`src/rtl/qr_cordic_scheduler_if.sv`:
```
// Command channel between the QR Givens-rotation scheduler and the shared CORDIC engine.
// master = scheduler side, slave = engine side.
interface qr_cordic_scheduler_if;
    logic       cmd_valid;
    logic       cmd_ready;
    logic [1:0] cmd_op;
    logic [1:0] cmd_row_a;
    logic [1:0] cmd_row_b;
    logic [2:0] cmd_col;
    logic       cmd_done;

    modport master (
        output cmd_valid, cmd_op, cmd_row_a, cmd_row_b, cmd_col,
        input  cmd_ready, cmd_done
    );

    modport slave (
        input  cmd_valid, cmd_op, cmd_row_a, cmd_row_b, cmd_col,
        output cmd_ready, cmd_done
    );
endinterface

```
`src/rtl/qr_cordic_scheduler.sv`:
```
// Issues the 66-command complex Givens QR schedule for a 4x5 [H|Y] matrix to one CORDIC engine.
// Optional stall counter output o_stall_cycles is built when QR_SCHED_PERF_EN is defined.
module qr_cordic_scheduler #(
    parameter int unsigned MAX_OUTSTANDING = 4,
    parameter int unsigned OCNT_W          = 3
) (
    input  logic        i_clk,
    input  logic        i_rst,
    input  logic        i_start,
    output logic        o_busy,
    output logic        o_done,
    output logic        o_err,
`ifdef QR_SCHED_PERF_EN
    output logic [15:0] o_stall_cycles,
`endif
    qr_cordic_scheduler_if.master cmd
);

    typedef enum logic [2:0] {
        S_IDLE,
        S_ISSUE_VEC,
        S_WAIT_VEC,
        S_ISSUE_ROT,
        S_DRAIN,
        S_DONE
    } state_t;

    localparam logic [OCNT_W-1:0] OCNT_MAX = OCNT_W'(MAX_OUTSTANDING);
    localparam logic [OCNT_W-1:0] OCNT_ONE = OCNT_W'(1);

    state_t            state;
    logic              stage_givens;
    logic [1:0]        j_q;
    logic [1:0]        i_q;
    logic [2:0]        k_q;
    logic [OCNT_W-1:0] ocnt;

    logic xfer;
    logic done_ok;
    logic rot_room;
    logic drained;

    // A completion arriving in the same cycle frees a slot, so a full window can still issue.
    always_comb begin
        done_ok       = cmd.cmd_done && (ocnt != '0);
        rot_room      = (ocnt < OCNT_MAX) || cmd.cmd_done;
        cmd.cmd_valid = (state == S_ISSUE_VEC) || ((state == S_ISSUE_ROT) && rot_room);
        xfer          = cmd.cmd_valid && cmd.cmd_ready;
        drained       = (ocnt == '0) || ((ocnt == OCNT_ONE) && cmd.cmd_done);
    end

    always_comb begin
        cmd.cmd_op    = {stage_givens, (state == S_ISSUE_ROT)};
        cmd.cmd_row_b = i_q;
        cmd.cmd_row_a = stage_givens ? (i_q - 2'd1) : i_q;
        cmd.cmd_col   = (state == S_ISSUE_ROT) ? k_q : {1'b0, j_q};
    end

    always_ff @(posedge i_clk or posedge i_rst) begin
        if (i_rst) begin
            ocnt  <= '0;
            o_err <= 1'b0;
        end else begin
            if (cmd.cmd_done && (ocnt == '0)) begin
                o_err <= 1'b1;
            end
            if (xfer && !done_ok) begin
                ocnt <= ocnt + OCNT_ONE;
            end else if (!xfer && done_ok) begin
                ocnt <= ocnt - OCNT_ONE;
            end
        end
    end

    always_ff @(posedge i_clk or posedge i_rst) begin
        if (i_rst) begin
            state        <= S_IDLE;
            stage_givens <= 1'b0;
            j_q          <= '0;
            i_q          <= '0;
            k_q          <= '0;
            o_busy       <= 1'b0;
            o_done       <= 1'b0;
        end else begin
            case (state)
                S_IDLE: begin
                    o_done <= 1'b0;
                    if (i_start) begin
                        stage_givens <= 1'b0;
                        j_q          <= '0;
                        i_q          <= '0;
                        k_q          <= '0;
                        o_busy       <= 1'b1;
                        state        <= S_ISSUE_VEC;
                    end
                end
                S_ISSUE_VEC: begin
                    if (xfer) begin
                        state <= S_WAIT_VEC;
                    end
                end
                S_WAIT_VEC: begin
                    if (done_ok) begin
                        k_q   <= {1'b0, j_q} + 3'd1;
                        state <= S_ISSUE_ROT;
                    end
                end
                S_ISSUE_ROT: begin
                    if (xfer) begin
                        if (k_q == 3'd4) begin
                            state <= S_DRAIN;
                        end else begin
                            k_q <= k_q + 3'd1;
                        end
                    end
                end
                S_DRAIN: begin
                    if (drained) begin
                        if (!stage_givens) begin
                            if (i_q == 2'd3) begin
                                // Last column has no rows left below the diagonal to annihilate.
                                if (j_q == 2'd3) begin
                                    o_done <= 1'b1;
                                    state  <= S_DONE;
                                end else begin
                                    stage_givens <= 1'b1;
                                    state        <= S_ISSUE_VEC;
                                end
                            end else begin
                                i_q   <= i_q + 2'd1;
                                state <= S_ISSUE_VEC;
                            end
                        end else begin
                            if ((i_q - 2'd1) == j_q) begin
                                j_q          <= j_q + 2'd1;
                                i_q          <= j_q + 2'd1;
                                stage_givens <= 1'b0;
                            end else begin
                                i_q <= i_q - 2'd1;
                            end
                            state <= S_ISSUE_VEC;
                        end
                    end
                end
                S_DONE: begin
                    o_done <= 1'b0;
                    o_busy <= 1'b0;
                    state  <= S_IDLE;
                end
                default: begin
                    state <= S_IDLE;
                end
            endcase
        end
    end

`ifdef QR_SCHED_PERF_EN
    always_ff @(posedge i_clk or posedge i_rst) begin
        if (i_rst) begin
            o_stall_cycles <= '0;
        end else if ((state == S_IDLE) && i_start) begin
            o_stall_cycles <= '0;
        end else if (o_busy && !xfer && (o_stall_cycles != '1)) begin
            o_stall_cycles <= o_stall_cycles + 16'd1;
        end
    end
`endif

endmodule

```
`src/flat_wrapper.sv`:
```
// flat-port wrapper written by rule: the top's interface ports become plain ports
module qr_cordic_scheduler_flat 
#(
    parameter int unsigned MAX_OUTSTANDING = 4,
    parameter int unsigned OCNT_W          = 3
)
  (i_clk, i_rst, i_start, o_busy, o_done, o_err, cmd_cmd_valid, cmd_cmd_op, cmd_cmd_row_a, cmd_cmd_row_b, cmd_cmd_col, cmd_cmd_ready, cmd_cmd_done);
  qr_cordic_scheduler_if cmd_i ();
  input  logic i_clk;
  input  logic i_rst;
  input  logic i_start;
  output logic o_busy;
  output logic o_done;
  output logic o_err;
  output wire logic [$bits(cmd_i.cmd_valid)-1:0] cmd_cmd_valid;
  output wire logic [$bits(cmd_i.cmd_op)-1:0] cmd_cmd_op;
  output wire logic [$bits(cmd_i.cmd_row_a)-1:0] cmd_cmd_row_a;
  output wire logic [$bits(cmd_i.cmd_row_b)-1:0] cmd_cmd_row_b;
  output wire logic [$bits(cmd_i.cmd_col)-1:0] cmd_cmd_col;
  input wire logic [$bits(cmd_i.cmd_ready)-1:0] cmd_cmd_ready;
  input wire logic [$bits(cmd_i.cmd_done)-1:0] cmd_cmd_done;
  assign cmd_cmd_valid = cmd_i.cmd_valid;
  assign cmd_cmd_op = cmd_i.cmd_op;
  assign cmd_cmd_row_a = cmd_i.cmd_row_a;
  assign cmd_cmd_row_b = cmd_i.cmd_row_b;
  assign cmd_cmd_col = cmd_i.cmd_col;
  assign cmd_i.cmd_ready = cmd_cmd_ready;
  assign cmd_i.cmd_done = cmd_cmd_done;
  qr_cordic_scheduler #(.MAX_OUTSTANDING(MAX_OUTSTANDING), .OCNT_W(OCNT_W)) u_core (.i_clk(i_clk), .i_rst(i_rst), .i_start(i_start), .o_busy(o_busy), .o_done(o_done), .o_err(o_err), .cmd(cmd_i));
endmodule
```
`config.mk`:
```
export PLATFORM = sky130hd
export DESIGN_NAME = qr_cordic_scheduler_flat
export DESIGN_NICKNAME = d
export VERILOG_FILES = /design/src/rtl/qr_cordic_scheduler_if.sv /design/src/rtl/qr_cordic_scheduler.sv /design/src/flat_wrapper.sv
export SDC_FILE = /design/constraint.sdc
export NUM_CORES = 1
export LEC_CHECK = 0
export ABC_AREA = 1
export ABC_CLOCK_PERIOD_IN_PS = 3040
export CORE_MARGIN = 1
export CORE_UTILIZATION = 40
export CTS_CLUSTER_SIZE = 8
export DETAILED_ROUTE_END_ITERATION = 10
export DONT_BUFFER_PORTS = 1
export PLACE_DENSITY = 0.54
export SETUP_SLACK_MARGIN = 0.15
export SYNTH_ARGS = -nofsm -noshare
export SYNTH_HDL_FRONTEND = slang
export SYNTH_SLANG_ARGS = --single-unit
```
`constraint.sdc`:
```
create_clock -name i_clk -period 3.04 [get_ports i_clk]
set_clock_uncertainty 0.05 [all_clocks]
set_input_delay 0.76 -clock i_clk [delete_from_list [all_inputs] [get_ports i_clk]]
set_output_delay 0.76 -clock i_clk [all_outputs]
set_load 0.02 [all_outputs]
```
Word level (Yosys, flattened, before mapping)
Cells that the tools add are included.
{"block": "word_totals", "reg_bits": 17, "latchBits": 0, "ram_bits": 0, "romBits": 0, "out_inout_bits": 13, "wordCells": 111, "memories": 0}
{"block": "classes", "addsub": 7, "n_mul": 0, "div_mod_pow": 0, "n_lt_le_gt_ge": 1, "eq_ne": 23, "n_shift": 0, "muxes": 43, "n_bitwise": 0, "n_reduce_logical": 28}
{"op": "2-to-1 mux 3 bit", "count": 16}
{"op": "2-to-1 mux 2 bit", "count": 9}
{"op": "inequality test 2 x 1 -> 1 bit, second input constant", "count": 9}
{"op": "case mux 3 bit (5 select lines)", "count": 1}
{"op": "AND reduction 5 bit", "count": 3}
{"op": "2-to-1 mux 1 bit", "count": 11}
{"op": "equality test 3 bit, second input constant", "count": 3}
{"op": "case mux 3 bit (3 select lines)", "count": 1}
{"op": "case mux 2 bit (2 select lines)", "count": 2}
{"op": "nonzero test 2 bit", "count": 4}
{"op": "logical AND 1 bit", "count": 7}
{"op": "adder 3 x 1 -> 3 bit, second input constant", "count": 2}
{"op": "equality test 3 x 1 -> 1 bit, second input constant", "count": 2}
{"op": "equality test 3 x 2 -> 1 bit, second input constant", "count": 2}
{"op": "zero test 3 bit", "count": 2}
{"op": "inequality test 2 bit, second input constant", "count": 3}
{"op": "case mux 1 bit (2 select lines)", "count": 3}
{"op": "AND reduction 6 bit", "count": 1}
{"op": "nonzero test 3 bit", "count": 2}
{"op": "adder 2 x 1 -> 2 bit, second input constant", "count": 2}
{"op": "equality test 2 bit, second input constant", "count": 2}
{"op": "AND reduction 4 bit", "count": 1}
{"op": "adder 2 x 1 -> 3 bit, second input constant", "count": 1}
{"op": "logical OR 1 bit", "count": 3}
{"op": "other kinds (9)", "count": 10}

Longest topological paths before layout
Gate-level depths: netlist of the first run.
{"block": "logic_depth", "depth_word": 9, "mapped_depth": 13, "depth_no_buf": 12}

Worst setup path after synthesis of the first run
No wires, ideal clock.
{"block": "synth_timing", "path_type": "register to output", "startpoint": "reg u_core.i_q[0], in the netlist u_core.cmd.cmd_row_b[0]", "endpoint": "out cmd_cmd_row_a[1]", "arrival_time_ns": 1.404, "t_required_ns": 2.230, "slack_ns": 0.826, "stages_incl_launch_ff": 3, "n_path_buf": 0, "cell_sequence": "dfrtp_1 -> ha_1 -> o21ai_0"}
{"block": "synth_between", "elab_chain_len": 2}
{"item": "from (decl)", "line": "qr_cordic_scheduler.sv:34", "text": "logic [1:0] i_q;"}
{"item": "from (signal assigned)", "line": "qr_cordic_scheduler.sv:130", "text": "i_q <= i_q + 2'd1;"}
{"item": "from (signal assigned)", "line": "qr_cordic_scheduler.sv:136", "text": "i_q <= j_q + 2'd1;"}
{"item": "from (signal assigned)", "line": "qr_cordic_scheduler.sv:139", "text": "i_q <= i_q - 2'd1;"}
{"item": "subtractor 2 x 1 -> 2 bit", "line": "qr_cordic_scheduler.sv:55", "text": "cmd.cmd_row_a = stage_givens ? (i_q - 2'd1) : i_q;"}
{"item": "2-to-1 mux 2 bit", "line": "qr_cordic_scheduler.sv:55"}
{"item": "to (decl)", "line": "flat_wrapper.sv:17", "text": "output wire logic [$bits(cmd_i.cmd_row_a)-1:0] cmd_cmd_row_a;"}
Every way passes these cells.

Final worst setup path of the first run
Ends and elaborated chain as after synthesis.

==> summary.md, run 1 <==
| Metric | Value |
|---|---|
| IO Count | `18` |
| Post-cts sizing count | `0` |
| Ratio of cells with drive above 1 in the final layout | `19.6%` |
| RSZ-0062 raised after global routing | `false` |
| # hold bufs at CTS | `0` |
| Mean Syn Cell Area | `7.39 um2` |
| Placement Setup Slack | `760 ps` |
| Setup WS post-layout | `438 ps` |
| Worst Path Arrival | `1790 ps` |
| Initial drt markers | `89` |
| Fin. Hold Viols | `0` |
| Final period util | `85.6%` |
| Die area | `3480 um2` |
| Async SR Flop Fraction | `100%` |
| Setup TNS | `0 ps` |
| Via density | `4.82` |
| Syn Nets | `189` |
| Hold WC Path Type | `input port to asynchronous set/reset pin` |
| CTS tree | `built` |
| Minimum clock period | `2600 ps` |
| CP Class | `register to primary output` |
| Vias | `1075` |
| Clock Path Buffers | `2` |
| Die Ht | `59.0 um` |
| Data required, critical path | `2230 ps` |
| Pwr/cell area | `943 nW/um2` |
| Cell Rows | `20` |
| Layout area overhead | `5.39%` |
| Antenna Diode Count | `0` |
| Startpoint types | `register` |
| First-pass GRT wire length | `4690 um` |
| Yosys warns | `0` |
| Clock latency on the worst-skew pair | `300 ps` |
| CP endpoint kind | `primary output` |
| Post-CTS setup buffers | `0` |
| Wirelength per Cell | `11.9 um` |
| Post-synth EDFFs | `0` |
| Multi-input logic area | `751 um2` |
| Max rail drop VDD | `0.343 mV` |
| Die W | `59.0 um` |
| Clock root buffer | `clkbuf_4` |
| Synth top area share | `32.7%` |
| Tightest Pin Transition | `707 ps` |
| TritonCTS Sinks | `17` |
| Iteration count of the initial detailed-routing pass | `4` |
| Grt total ovfl | `0` |
| Synth top area cells | `dfrtp_1 (33%), nand2_1 (14%), ha_1 (7.7%)` |
| Initial Utilization | `42.2%` |
| Final net count | `193` |
| Dominant cell type by area after synthesis | `dfrtp_1` |
| Vias in the first global route | `1048` |
| F_max | `384 MHz` |
| Gate Count Post-Synth | `176` |
| Cell variety after synth | `25` |
| CP Max Fanout | `7` |
| Hpwl dp | `2020 um` |
| Total Routing Usage GR | `18.0%` |
| Total CTS buffers | `3` |
| Status | `completed` |
| Final Wtd Congestion | `0.752` |
| Initial antenna violation count | `0` |
| Flops & latches, synth | `17` |
| Reg area | `425 um2` |
| Largest net degree at the start of global routing | `18` |
| Worst-path clk slew | `110 ps` |
| Sequential fraction of the synthesis area | `32.7%` |
| Core area | `3080 um2` |
| Antenna Violating Nets Remaining | `0` |
| Top FF cell, synth | `dfrtp_1` |
| Htree depth | `1` |
| Post-Synthesis Cell Area | `1300 um2` |
| Drt drc | `0` |
| Max Cap Viol | `0` |
| Setup violators final | `0` |
| Leakage | `0.000710 uW` |
| Port-buffer cells | `0` |
| Max Slew Vio Count | `0` |
| FILL cells | `335` |
| Total Wirelength | `2650 um` |
| Worst slew margin | `52.8%` |
power by group:
part           switching, uW  internal [uW]  leakage (uW)
Clock                   79.0           51.1     0.0000150
Combinational            504            256      0.000479
Sequential               106            296      0.000216
cell usage after synthesis (4+ instances only):
cell and n:
o21ai_0 9, ha_1 8, inv_1 20, dfrtp_1 17, nand3_2 4, nand4_1 8
nor2_1 9, nand2_2 10, nand2_1 50, inv_2 6, nand3_1 10, nor2_4 4
sequential cells by signal, indices dropped and copies added, names as in the netlist:
| name | flops |
|---|---|
| u_core.o_done | 1 |
| u_core.k_q | 3 |
| u_core.j_q | 2 |
| u_core.stage_givens | 1 |
| u_core.state | 3 |
| u_core.o_busy | 1 |
| u_core.o_err | 1 |
| u_core.ocnt | 3 |
| u_core.cmd.cmd_row_b | 2 |
logic make-up (layout without fill, tap and decap cells):
| group | after synthesis | count (layout) | share of synthesized area [%] |
|---|---|---|---|
| AND/OR/NAND/NOR | 101 | 101 | 39.8 |
| buffers and inverters | 30 | 33 | 9.53 |
| flip-flops | 17 | 17 | 32.7 |
| AO/OA/AOI/OAI | 15 | 15 | 6.26 |
| adder cells (fa/ha/maj) | 8 | 8 | 7.70 |
| XOR/XNOR | 5 | 5 | 3.95 |
metal layers:
metal	track usage [%]	routed length, um	vias up
li1	-	-	558
met3	4.59	72	2
met2	30.4	1260	17
met4	4.08	20	0
met1	23.1	1300	498
met5	0	0	-
worst max-delay path, stage by stage (launching register included):
cell	delay, ps
dfrtp_1	530
ha_1	430
o21ai_0	540
area by class of cell:
cell class	count	share of cell area, %
sequential	17	31.1
inverter	28	7.67
clock buffer	4	1.92
multi-input combinational	129	54.8
timing repair buffer	1	0.548
tap	44	4.02
cells in the final DEF, fill, tap and decap left out, types with 2 or more instances in the layout:
cell type / Yosys / layout
clkbuf_4: 0 / 3
clkinv_1: 2 / 2
dfrtp_1: 17 / 17
ha_1: 8 / 8
inv_1: 20 / 20
inv_2: 6 / 6
nand2_1: 50 / 50
nand2_2: 10 / 10
nand2_4: 2 / 2
nand3_1: 10 / 10
nand3_2: 4 / 4
nand4_1: 8 / 8
nor2_1: 9 / 9
nor2_2: 3 / 3
nor2_4: 4 / 4
o21ai_0: 9 / 9
o21ai_1: 3 / 3
xor2_1: 3 / 3
metrics by stage:
step | area [um2] | total power [uW] | utilization, % | instances | hold WS, ps
after floorplan | 1300 | 1040 | - | 176 | 414
after global placement | 1340 | 1150 | 43.7 | 219 | 452
after detailed placement | 1340 | 1170 | 43.7 | 219 | 452
after CTS | 1370 | 1300 | 44.5 | 223 | 418
after global routing | 1370 | 1430 | 44.5 | 223 | 454
final | 1370 | 1290 | 44.5 | 223 | 400
final timing paths:
check	start	to	slack (ps)	depth (start not counted)
min reg2reg	u_core.k_q[1]$_DFFE_PP0P_	u_core.k_q[1]$_DFFE_PP0P_	480	2
min	i_rst	u_core.ocnt[2]$_DFFE_PP0P_	400	1
max	u_core.cmd.cmd_row_b[0]$_DFFE_PP0P_	cmd_cmd_row_a[1]	440	2
max in group asynchronous	i_rst	u_core.j_q[1]$_DFFE_PP0P_	2090	1
max reg2reg	u_core.state[1]$_DFFE_PP0P_	u_core.k_q[1]$_DFFE_PP0P_	820	11
min in group i_clk	u_core.k_q[1]$_DFFE_PP0P_	u_core.k_q[1]$_DFFE_PP0P_	480	2
No activity file was read; power rests on OpenSTA's default activity.
==> run 2, diff against run 1 <==
--- a/config.mk
+++ b/config.mk
@@ -7,6 +7,7 @@
 export LEC_CHECK = 0
 export ABC_AREA = 1
 export ABC_CLOCK_PERIOD_IN_PS = 3040
+export CAP_MARGIN = 20
 export CORE_MARGIN = 1
 export CORE_UTILIZATION = 40
 export CTS_CLUSTER_SIZE = 8
==> results of run 2 <==
Same layout as run 1: the final DEF is identical, and so are final timing and power.
